<file path="config.mk">
export PLATFORM = sky130hd
export DESIGN_NAME = interboard_tx_scheduler_flat
export DESIGN_NICKNAME = d
export VERILOG_FILES = /design/src/rtl/interboard_tx_scheduler_if.sv /design/src/rtl/interboard_tx_scheduler.sv /design/src/flat_wrapper.sv
export SDC_FILE = /design/constraint.sdc
export NUM_CORES = 1
export LEC_CHECK = 0
export CAP_MARGIN = 20
export CELL_PAD_IN_SITES_DETAIL_PLACEMENT = 0
export CELL_PAD_IN_SITES_GLOBAL_PLACEMENT = 2
export CORE_MARGIN = 1.5
export CORE_UTILIZATION = 26
export DETAILED_ROUTE_END_ITERATION = 6
export PLACE_DENSITY = 0.83
export SLEW_MARGIN = 20
export SYNTH_ARGS = -nofsm -noshare
export SYNTH_HDL_FRONTEND = slang
export SYNTH_SLANG_ARGS = --single-unit
</file>
<file path="constraint.sdc">
create_clock -name clk -period 1.8 [get_ports clk]
set_input_delay 0.36 -clock clk [delete_from_list [all_inputs] [get_ports clk]]
set_output_delay 0.36 -clock clk [all_outputs]
set_load 0.01 [all_outputs]
</file>
<file path="src/rtl/interboard_tx_scheduler_if.sv">
// Bus bundle between the upper-layer sources, the tx scheduler and the interboard link.
// master = scheduler side, slave = sources plus the remote receiver.
interface interboard_tx_scheduler_if;
  logic       src0_valid;
  logic [2:0] src0_msg_type;
  logic [4:0] src0_number;
  logic       src1_valid;
  logic [2:0] src1_msg_type;
  logic [4:0] src1_number;
  logic [1:0] src_grant;
  logic       Ack_in;
  logic       Request_out;
  logic [5:0] inter_data_out;
  logic       busy;
  logic       tx_done;
  logic       tx_timeout;

  modport master (
    input  src0_valid, src0_msg_type, src0_number,
    input  src1_valid, src1_msg_type, src1_number,
    input  Ack_in,
    output src_grant, Request_out, inter_data_out, busy, tx_done, tx_timeout
  );

  modport slave (
    output src0_valid, src0_msg_type, src0_number,
    output src1_valid, src1_msg_type, src1_number,
    output Ack_in,
    input  src_grant, Request_out, inter_data_out, busy, tx_done, tx_timeout
  );
endinterface

</file>
<file path="src/rtl/interboard_tx_scheduler.sv">
// Round-robin picks one of two message sources and ships it to the other board as
// two 6-bit words over a Request/Ack handshake, with ack timeout and reset abort.
module interboard_tx_scheduler #(
  parameter int unsigned GAP_LEN = 2,
  parameter int unsigned TIMEOUT = 1023
) (
  input  logic                        clk,
  input  logic                        rst,
  input  logic                        interboard_rst,
  interboard_tx_scheduler_if.master   bus
);
  localparam int unsigned CNT_MAX = (TIMEOUT > GAP_LEN) ? TIMEOUT : GAP_LEN;
  localparam int unsigned CNT_W   = $clog2(CNT_MAX + 1);
  localparam int unsigned WORD_W  = 6;
  localparam int unsigned NUM_W   = 5;

  typedef enum logic [2:0] {
    S_IDLE, S_REQ1, S_HOLD1, S_GAP, S_REQ2, S_HOLD2, S_DONE
  } state_t;

  state_t             r_state;
  logic [CNT_W-1:0]   r_cnt;
  logic               r_last;
  logic [NUM_W-1:0]   r_number;
  logic               r_req;
  logic [WORD_W-1:0]  r_data;
  logic               r_busy;
  logic               r_done;
  logic               r_timeout;

  logic               w_rst;
  logic               w_both;
  logic               w_pick1;
  logic               w_grant_ok;
  logic [2:0]         w_win_type;
  logic [NUM_W-1:0]   w_win_number;
  logic               w_wait_state;
  logic               w_ack_event;
  logic               w_wait_expired;
  logic               w_abort;
  logic               w_gap_end;
  logic [CNT_W-1:0]   w_cnt_inc;

  assign w_rst        = rst | interboard_rst;
  assign w_both       = bus.src0_valid & bus.src1_valid;
  // On a tie the source not granted last wins.
  assign w_pick1      = w_both ? ~r_last : bus.src1_valid;
  assign w_grant_ok   = (r_state == S_IDLE) && (bus.src0_valid || bus.src1_valid) && !w_rst;
  assign w_win_type   = w_pick1 ? bus.src1_msg_type : bus.src0_msg_type;
  assign w_win_number = w_pick1 ? bus.src1_number   : bus.src0_number;

  assign w_wait_state   = r_state inside {S_REQ1, S_HOLD1, S_REQ2, S_HOLD2};
  assign w_ack_event    = (((r_state == S_REQ1) || (r_state == S_REQ2)) && bus.Ack_in) ||
                          (((r_state == S_HOLD1) || (r_state == S_HOLD2)) && !bus.Ack_in);
  assign w_wait_expired = (r_cnt == CNT_W'(TIMEOUT - 1));
  // An ack edge seen in the last allowed cycle still counts as on time.
  assign w_abort        = w_wait_state && !w_ack_event && w_wait_expired;
  assign w_gap_end      = (r_cnt == CNT_W'(GAP_LEN - 1));
  assign w_cnt_inc      = r_cnt + CNT_W'(1);

  assign bus.src_grant      = w_grant_ok ? {w_pick1, ~w_pick1} : 2'b00;
  assign bus.Request_out    = r_req;
  assign bus.inter_data_out = r_data;
  assign bus.busy           = r_busy;
  assign bus.tx_done        = r_done;
  assign bus.tx_timeout     = r_timeout;

  always_ff @(posedge clk) begin
    if (w_rst) begin
      r_state   <= S_IDLE;
      r_cnt     <= '0;
      r_last    <= 1'b1;
      r_number  <= '0;
      r_req     <= 1'b0;
      r_data    <= '0;
      r_busy    <= 1'b0;
      r_done    <= 1'b0;
      r_timeout <= 1'b0;
    end else begin
      r_done    <= 1'b0;
      r_timeout <= 1'b0;
      if (w_abort) begin
        r_state   <= S_IDLE;
        r_cnt     <= '0;
        r_number  <= '0;
        r_req     <= 1'b0;
        r_data    <= '0;
        r_busy    <= 1'b0;
        r_timeout <= 1'b1;
      end else begin
        case (r_state)
          S_IDLE: begin
            if (w_grant_ok) begin
              r_state  <= S_REQ1;
              r_last   <= w_pick1;
              r_number <= w_win_number;
              r_data   <= {3'b000, w_win_type};
              r_req    <= 1'b1;
              r_busy   <= 1'b1;
              r_cnt    <= '0;
            end
          end
          S_REQ1: begin
            if (bus.Ack_in) begin
              r_state <= S_HOLD1;
              r_req   <= 1'b0;
              r_cnt   <= '0;
            end else begin
              r_cnt <= w_cnt_inc;
            end
          end
          S_HOLD1: begin
            // Word 2 goes on the wires as soon as the word-1 ack drops.
            if (!bus.Ack_in) begin
              r_state <= S_GAP;
              r_data  <= {1'b0, r_number};
              r_cnt   <= '0;
            end else begin
              r_cnt <= w_cnt_inc;
            end
          end
          S_GAP: begin
            if (w_gap_end) begin
              r_state <= S_REQ2;
              r_req   <= 1'b1;
              r_cnt   <= '0;
            end else begin
              r_cnt <= w_cnt_inc;
            end
          end
          S_REQ2: begin
            if (bus.Ack_in) begin
              r_state <= S_HOLD2;
              r_req   <= 1'b0;
              r_cnt   <= '0;
            end else begin
              r_cnt <= w_cnt_inc;
            end
          end
          S_HOLD2: begin
            if (!bus.Ack_in) begin
              r_state  <= S_DONE;
              r_done   <= 1'b1;
              r_data   <= '0;
              r_number <= '0;
              r_cnt    <= '0;
            end else begin
              r_cnt <= w_cnt_inc;
            end
          end
          S_DONE: begin
            r_state <= S_IDLE;
            r_busy  <= 1'b0;
            r_cnt   <= '0;
          end
          default: begin
            r_state <= S_IDLE;
            r_req   <= 1'b0;
            r_busy  <= 1'b0;
            r_cnt   <= '0;
          end
        endcase
      end
    end
  end
endmodule

</file>
<file path="src/flat_wrapper.sv">
// flat-port wrapper written by rule: the top's interface ports become plain ports
module interboard_tx_scheduler_flat 
#(
  parameter int unsigned GAP_LEN = 2,
  parameter int unsigned TIMEOUT = 1023
)
  (clk, rst, interboard_rst, bus_src0_valid, bus_src0_msg_type, bus_src0_number, bus_src1_valid, bus_src1_msg_type, bus_src1_number, bus_Ack_in, bus_src_grant, bus_Request_out, bus_inter_data_out, bus_busy, bus_tx_done, bus_tx_timeout);
  interboard_tx_scheduler_if bus_i ();
  input  logic clk;
  input  logic rst;
  input  logic interboard_rst;
  input wire logic [$bits(bus_i.src0_valid)-1:0] bus_src0_valid;
  input wire logic [$bits(bus_i.src0_msg_type)-1:0] bus_src0_msg_type;
  input wire logic [$bits(bus_i.src0_number)-1:0] bus_src0_number;
  input wire logic [$bits(bus_i.src1_valid)-1:0] bus_src1_valid;
  input wire logic [$bits(bus_i.src1_msg_type)-1:0] bus_src1_msg_type;
  input wire logic [$bits(bus_i.src1_number)-1:0] bus_src1_number;
  input wire logic [$bits(bus_i.Ack_in)-1:0] bus_Ack_in;
  output wire logic [$bits(bus_i.src_grant)-1:0] bus_src_grant;
  output wire logic [$bits(bus_i.Request_out)-1:0] bus_Request_out;
  output wire logic [$bits(bus_i.inter_data_out)-1:0] bus_inter_data_out;
  output wire logic [$bits(bus_i.busy)-1:0] bus_busy;
  output wire logic [$bits(bus_i.tx_done)-1:0] bus_tx_done;
  output wire logic [$bits(bus_i.tx_timeout)-1:0] bus_tx_timeout;
  assign bus_i.src0_valid = bus_src0_valid;
  assign bus_i.src0_msg_type = bus_src0_msg_type;
  assign bus_i.src0_number = bus_src0_number;
  assign bus_i.src1_valid = bus_src1_valid;
  assign bus_i.src1_msg_type = bus_src1_msg_type;
  assign bus_i.src1_number = bus_src1_number;
  assign bus_i.Ack_in = bus_Ack_in;
  assign bus_src_grant = bus_i.src_grant;
  assign bus_Request_out = bus_i.Request_out;
  assign bus_inter_data_out = bus_i.inter_data_out;
  assign bus_busy = bus_i.busy;
  assign bus_tx_done = bus_i.tx_done;
  assign bus_tx_timeout = bus_i.tx_timeout;
  interboard_tx_scheduler #(.GAP_LEN(GAP_LEN), .TIMEOUT(TIMEOUT)) u_core (.clk(clk), .rst(rst), .interboard_rst(interboard_rst), .bus(bus_i));
endmodule
</file>
# --- Word-level counts from Yosys, hierarchy flattened ---
# Cells that the tools add are included.
totals:
  reg_bits: 29
  input_bits: 22
  output_inout_bits: 12
  word_cells: 92
op_classes:
  add_sub_neg: 1
  eq_ne: 15
  mux: 30
  bitwise_logic: 8
  n_reduce_logical: 29
op_table:
  columns: ["cell", "count"]
  rows:
  - ["10-bit 2-to-1 mux", 4]
  - ["10-bit case mux with 4 select lines", 1]
  - ["3-bit 2-to-1 mux", 7]
  - ["6-bit 2-to-1 mux", 3]
  - ["3-bit case mux with 6 select lines", 1]
  - ["6-bit case mux with 3 select lines", 1]
  - ["5-bit 2-to-1 mux", 3]
  - ["10-bit by 1-bit adder with 10-bit output, second input constant", 1]
  - ["10-bit by 1-bit equality test with 1-bit output, second input constant", 1]
  - ["10-bit equality test, second input constant", 1]
  - ["5-bit case mux with 2 select lines", 1]
  - ["3-bit equality test, second input constant", 3]
  - ["2-bit != test, second input constant", 4]
  - ["4-bit AND reduction", 2]
  - ["3-bit by 2-bit equality test with 1-bit output, second input constant", 2]
  - ["1-bit logical AND", 6]
  - ["1-bit 2-to-1 mux", 6]
  - ["2-bit by 1-bit != test with 1-bit output, second input constant", 3]
  - ["1-bit NOT", 6]
  - ["3-bit AND reduction", 2]
  - ["6-bit AND reduction", 1]
  - ["2-bit OR reduction", 3]
  - ["3-bit OR reduction", 2]
  - ["5-bit OR reduction", 1]
  - ["13 further kinds", 18]

# --- Logic depth before layout (Yosys ltp) ---
depth:
  ltp_word: 9
  depth_mapped: 8
  ltp_nobuf: 7

# --- Worst setup path before layout ---
# OpenSTA, ideal clock, no wires.
synth_timing:
  kind: "register -> register"
  from: "register u_core.r_cnt[5]"
  to: "register u_core.r_state[1]"
  setup_time_ns: 0.123
  arrival_time_ns: 1.848
  t_required_ns: 1.677
  slack_ns: -0.171
  path_stages_with_launch: 7
  n_path_buf: 1
  period_less_slack_ns: 1.971
  cell_sequence: "dfxtp_1 or4_1 o311a_1 or3_1 buf_6 nor3b_2 nor3_1"
synth_via:
  elab_chain_cells: 3
  elab_cells_between_ends: 6
  classes_between: "3 x eq/ne; 3 x reduce/logical"
synth_lines:
  columns: ["element", "line_no", "rtl"]
  rows:
  - ["start: declaration", "interboard_tx_scheduler.sv:22", "logic [CNT_W-1:0] r_cnt;"]
  - ["start signal: assignment", "interboard_tx_scheduler.sv:109", "r_cnt <= w_cnt_inc;"]
  - ["start signal: assignment", "interboard_tx_scheduler.sv:119", "r_cnt <= w_cnt_inc;"]
  - ["start signal: assignment", "interboard_tx_scheduler.sv:128", "r_cnt <= w_cnt_inc;"]
  - ["10-bit by 1-bit equality test with 1-bit output / 10-bit equality test (equally long branches)", "interboard_tx_scheduler.sv:58, interboard_tx_scheduler.sv:55", null]
  - ["2-bit by 1-bit != test with 1-bit output (no line) / 1-bit logical AND (equally long branches)", null, null]
  - ["6-bit AND reduction (no line) / 2-bit OR reduction (equally long branches)", null, null]
  - ["end signal: assignment", "interboard_tx_scheduler.sv:70", "r_state <= S_IDLE;"]
  - ["end signal: assignment", "interboard_tx_scheduler.sv:83", "r_state <= S_IDLE;"]
  - ["end signal: assignment", "interboard_tx_scheduler.sv:94", "r_state <= S_REQ1;"]
  - ["end: declaration", "interboard_tx_scheduler.sv:21", "state_t r_state;"]
# Several ways; a longest one is shown, not always the timed one.
# A chain may end at the register's enable or synchronous reset.

# --- Worst setup path after layout ---
layout_timing:
  from: "register u_core.r_cnt[4]"
  to: "register u_core.r_state[1]"
# The elaborated chain is that of the path after synthesis.

==> flow_metrics.py <==
metrics = {
    "yosys": {
        "synth_warnings": 0,
        "ys_types": 43,
        "ys_ff_latch": 28,
        "synth-async-reset-ratio_pct": 0,
        "muxShareOfSynthArea_pct": 7.057,
        "synth_top_family_by_area": "simple AND/OR/NAND/NOR gates",
        "synth-compound-area-share_pct": 19.49,
        "synth_edf_count": 0,
        "ys_seq_area_share_pct": 35.93,
        "avgSynthCellArea_sq_um": 8.084,
        "synthCells": 193,
        "synth-simple-area-share_pct": 29.67,
        "synth_fp_nets": 218,
        "synth_ff_type": "dfxtp_1",
        "synthAdderAreaFrac_pct": 2.406,
        "syn_area_sq_um": 1560,
        "yosys.area_share.xor_xnor_pct": 0.5613,
    },
    "cells_and_area": {
        "mostFrequentLayoutCells": "44 x buf_4, 26 x clkdlybuf4s50_1, 25 x dfxtp_1, 21 x nand2_1, 18 x nor2_1",
        "final_common_cell": "buf_4",
        "drive_above_1_share_pct": 30.57,
        "area_delta_synth_final_pct": 58.46,
        "fillers": 609,
        "nets": 291,
        "post-route-util_pct": 42.26,
        "n_antenna_cell": 0,
    },
    "place": {
        "place_congestion": 0.7908,
        "port_buffers": 32,
        "pre_cts_ws_ns": -0.5103,
        "dp_hpwl_mm": 3.059,
    },
    "floorplanning": {
        "ios": 34,
        "die_x_um": 80.47,
        "initial_core_util_pct": 26.67,
        "fp.coreArea_sq_um": 5851,
        "dieHeight_um": 80.47,
        "rows": 28,
        "fp.dieArea_sq_um": 6475,
    },
    "sta": {
        "hold_ws_ns": 0.4638,
        "fin_tns_setup_ns": -1.497,
        "rsz0062_at_grt": "true",
        "clock_skew_ns": 0.005525,
        "fin_crit_sh_pct": 108.2,
        "fmax_mhz": 513.2,
        "finalCriticalPeriod_ns": 1.948,
        "finalMaxSlewViolations": 0,
        "hold_viol": 0,
        "finalWorstSetupSlack_ns": -0.1484,
        "finalSetupViolCount": 14,
    },
    "setup_path": {
        "path_class": "reg2reg",
        "crit_arrival_ns": 2.12,
        "reg2reg_depth": 6,
        "cp-start-kind": "flip-flop",
        "critPathRequiredTime_ns": 1.97,
        "path_max_fanout": 2,
        "endpoint_kind": "flip-flop",
    },
    "global_route": {
        "grt_max_degree": 17,
        "grt_pass1_vias": 1477,
        "grt_overflow": 0,
        "grt_pass1_wl_mm": 6.810,
        "antenna_found_initial": 0,
        "track_usage_pct": 13.32,
    },
    "flow_run": {
        "maxCapViolCount": 0,
    },
    "power_and_ir_drop": {
        "vdd_drop_max_mv": 0.3641,
        "p_leak_nw": 0.9700,
        "power.density_nw_per_um2": 557.4,
    },
    "clock_tree": {
        "cts_made_buffers": 3,
        "clk_pin_slew_worst_paths_ns": 0.10,
        "hold_buffers": 0,
        "clock-root-buffer": "clkbuf_8",
        "htree_levels": 1,
        "cts_tree": "yes",
        "clockBufferDepth": 2,
        "cts.sinks": 28,
        "clk_latency_ns": 0.28,
    },
    "outcome": {
        "outcome": "finished, violations left",
        "violations": "negative setup slack",
    },
    "route": {
        "wl_mm": 4.105,
        "avgRoutedWirePerCell_um": 12.07,
        "first_pass_iters": 4,
        "drtIter0Drc": 75,
        "vias": 1608,
        "drc": 0,
        "vias_per_cell": 4.729,
        "antenna_left": 0,
    },
    "hold_path": {
        "hp-class": "reg2reg",
        "whs_path_depth": 2,
    },
}
worst max-delay path, stage by stage (launching register included):
cell and delay [ns]:
dfxtp_2 0.33, or4_1 0.51, o311a_1 0.33, or3_4 0.36, buf_6 0.13, nor3b_2 0.14
nor3_1 0.05
repair_timing:
action / CTS / global route
gates resized for setup: 27 / 13
setup endpoints to repair: 26 / 24
pin swaps: 7 / 9
buffers inserted: 3 / 0
report_power, final:
part / switching (W) / internal [W] / leakage, nW
Combinational: 0.000100 / 0.000139 / 0.706
Clock: 0.000206 / 0.000298 / 0.0357
Sequential: 0.00000640 / 0.000629 / 0.228
Total: 0.000312 / 0.00107 / 0.970
synth_stat cells (3+ instances only):
library cell | number | share of area (%)
dfxtp_1 | 28 | 36
nand2_1 | 21 | 5.1
nor2_1 | 19 | 4.6
mux2i_1 | 11 | 7.1
nand3_1 | 11 | 3.5
a21oi_1 | 8 | 2.6
a31oi_1 | 7 | 2.8
clkbuf_1 | 7 | 1.7
o21ai_0 | 6 | 1.9
or3_1 | 6 | 2.4
a2bb2oi_1 | 5 | 2.8
nor2b_1 | 5 | 2.0
nor3_1 | 4 | 1.3
o21a_1 | 4 | 1.9
o21ai_1 | 4 | 1.3
or4_1 | 4 | 1.9
and3_1 | 3 | 1.2
buf_1 | 3 | 0.72
ha_1 | 3 | 2.4
inv_1 | 3 | 0.72
nand4_1 | 3 | 1.2
path summary, 6_finish.rpt:
kind                                     start                           end  slack [ns]
setup / recovery               u_core.r_cnt[4]             u_core.r_state[1]       -0.15
hold / removal    u_core.bus.inter_data_out[3]  u_core.bus.inter_data_out[3]        0.46
setup reg to reg               u_core.r_cnt[4]             u_core.r_state[1]       -0.15
hold reg to reg   u_core.bus.inter_data_out[3]  u_core.bus.inter_data_out[3]        0.46
cell type report:
cell class                 count  area [sq um]  share of cell area [%]
multi-input combinational    149          1036                   41.90
timing repair buffer          81         695.7                   28.14
sequential                    28         564.3                   22.82
tap                           75         93.84                   3.796
clock buffer                   3         41.29                   1.670
clock inverter                 1         30.03                   1.215
inverter                       3         11.26                  0.4555
flip-flops by register name, summed over array words and instances, names as in the netlist:
| register | cells |
|---|---|
| u_core.r_cnt | 10 |
| u_core.bus.tx_done | 1 |
| u_core.bus.busy | 1 |
| u_core.bus.Request_out | 1 |
| u_core.r_number | 5 |
| u_core.bus.inter_data_out | 5 |
| u_core.bus.tx_timeout | 1 |
| u_core.r_last | 1 |
| u_core.r_state | 3 |
layer usage:
| metal | global-route usage (%) | share of wire [%] |
|---|---|---|
| met1 | 18.39 | 50 |
| met2 | 21.09 | 47 |
| met3 | 2.727 | 2.7 |
| met4 | 3.103 | 0.83 |
| met5 | 0 | 0 |
cells by family after synthesis:
logic type,after synthesis
AND/OR/NAND/NOR,87
AO/OA/AOI/OAI,46
flip-flops,28
buffers and inverters,16
multiplexers,11
adder cells (fa/ha/maj),3
other,1
XOR/XNOR,1
per-stage QoR:
stage	std cells	total power [W]	instance area, sq um
after detailed placement	333	0.0008648	2260
after CTS	340	0.001385	2411
after global routing	340	0.001437	2472
after global placement	333	0.0008637	2260
final	340	0.001378	2472
after floorplan	193	0.0007506	1563
No activity file was read; power rests on OpenSTA's default activity.
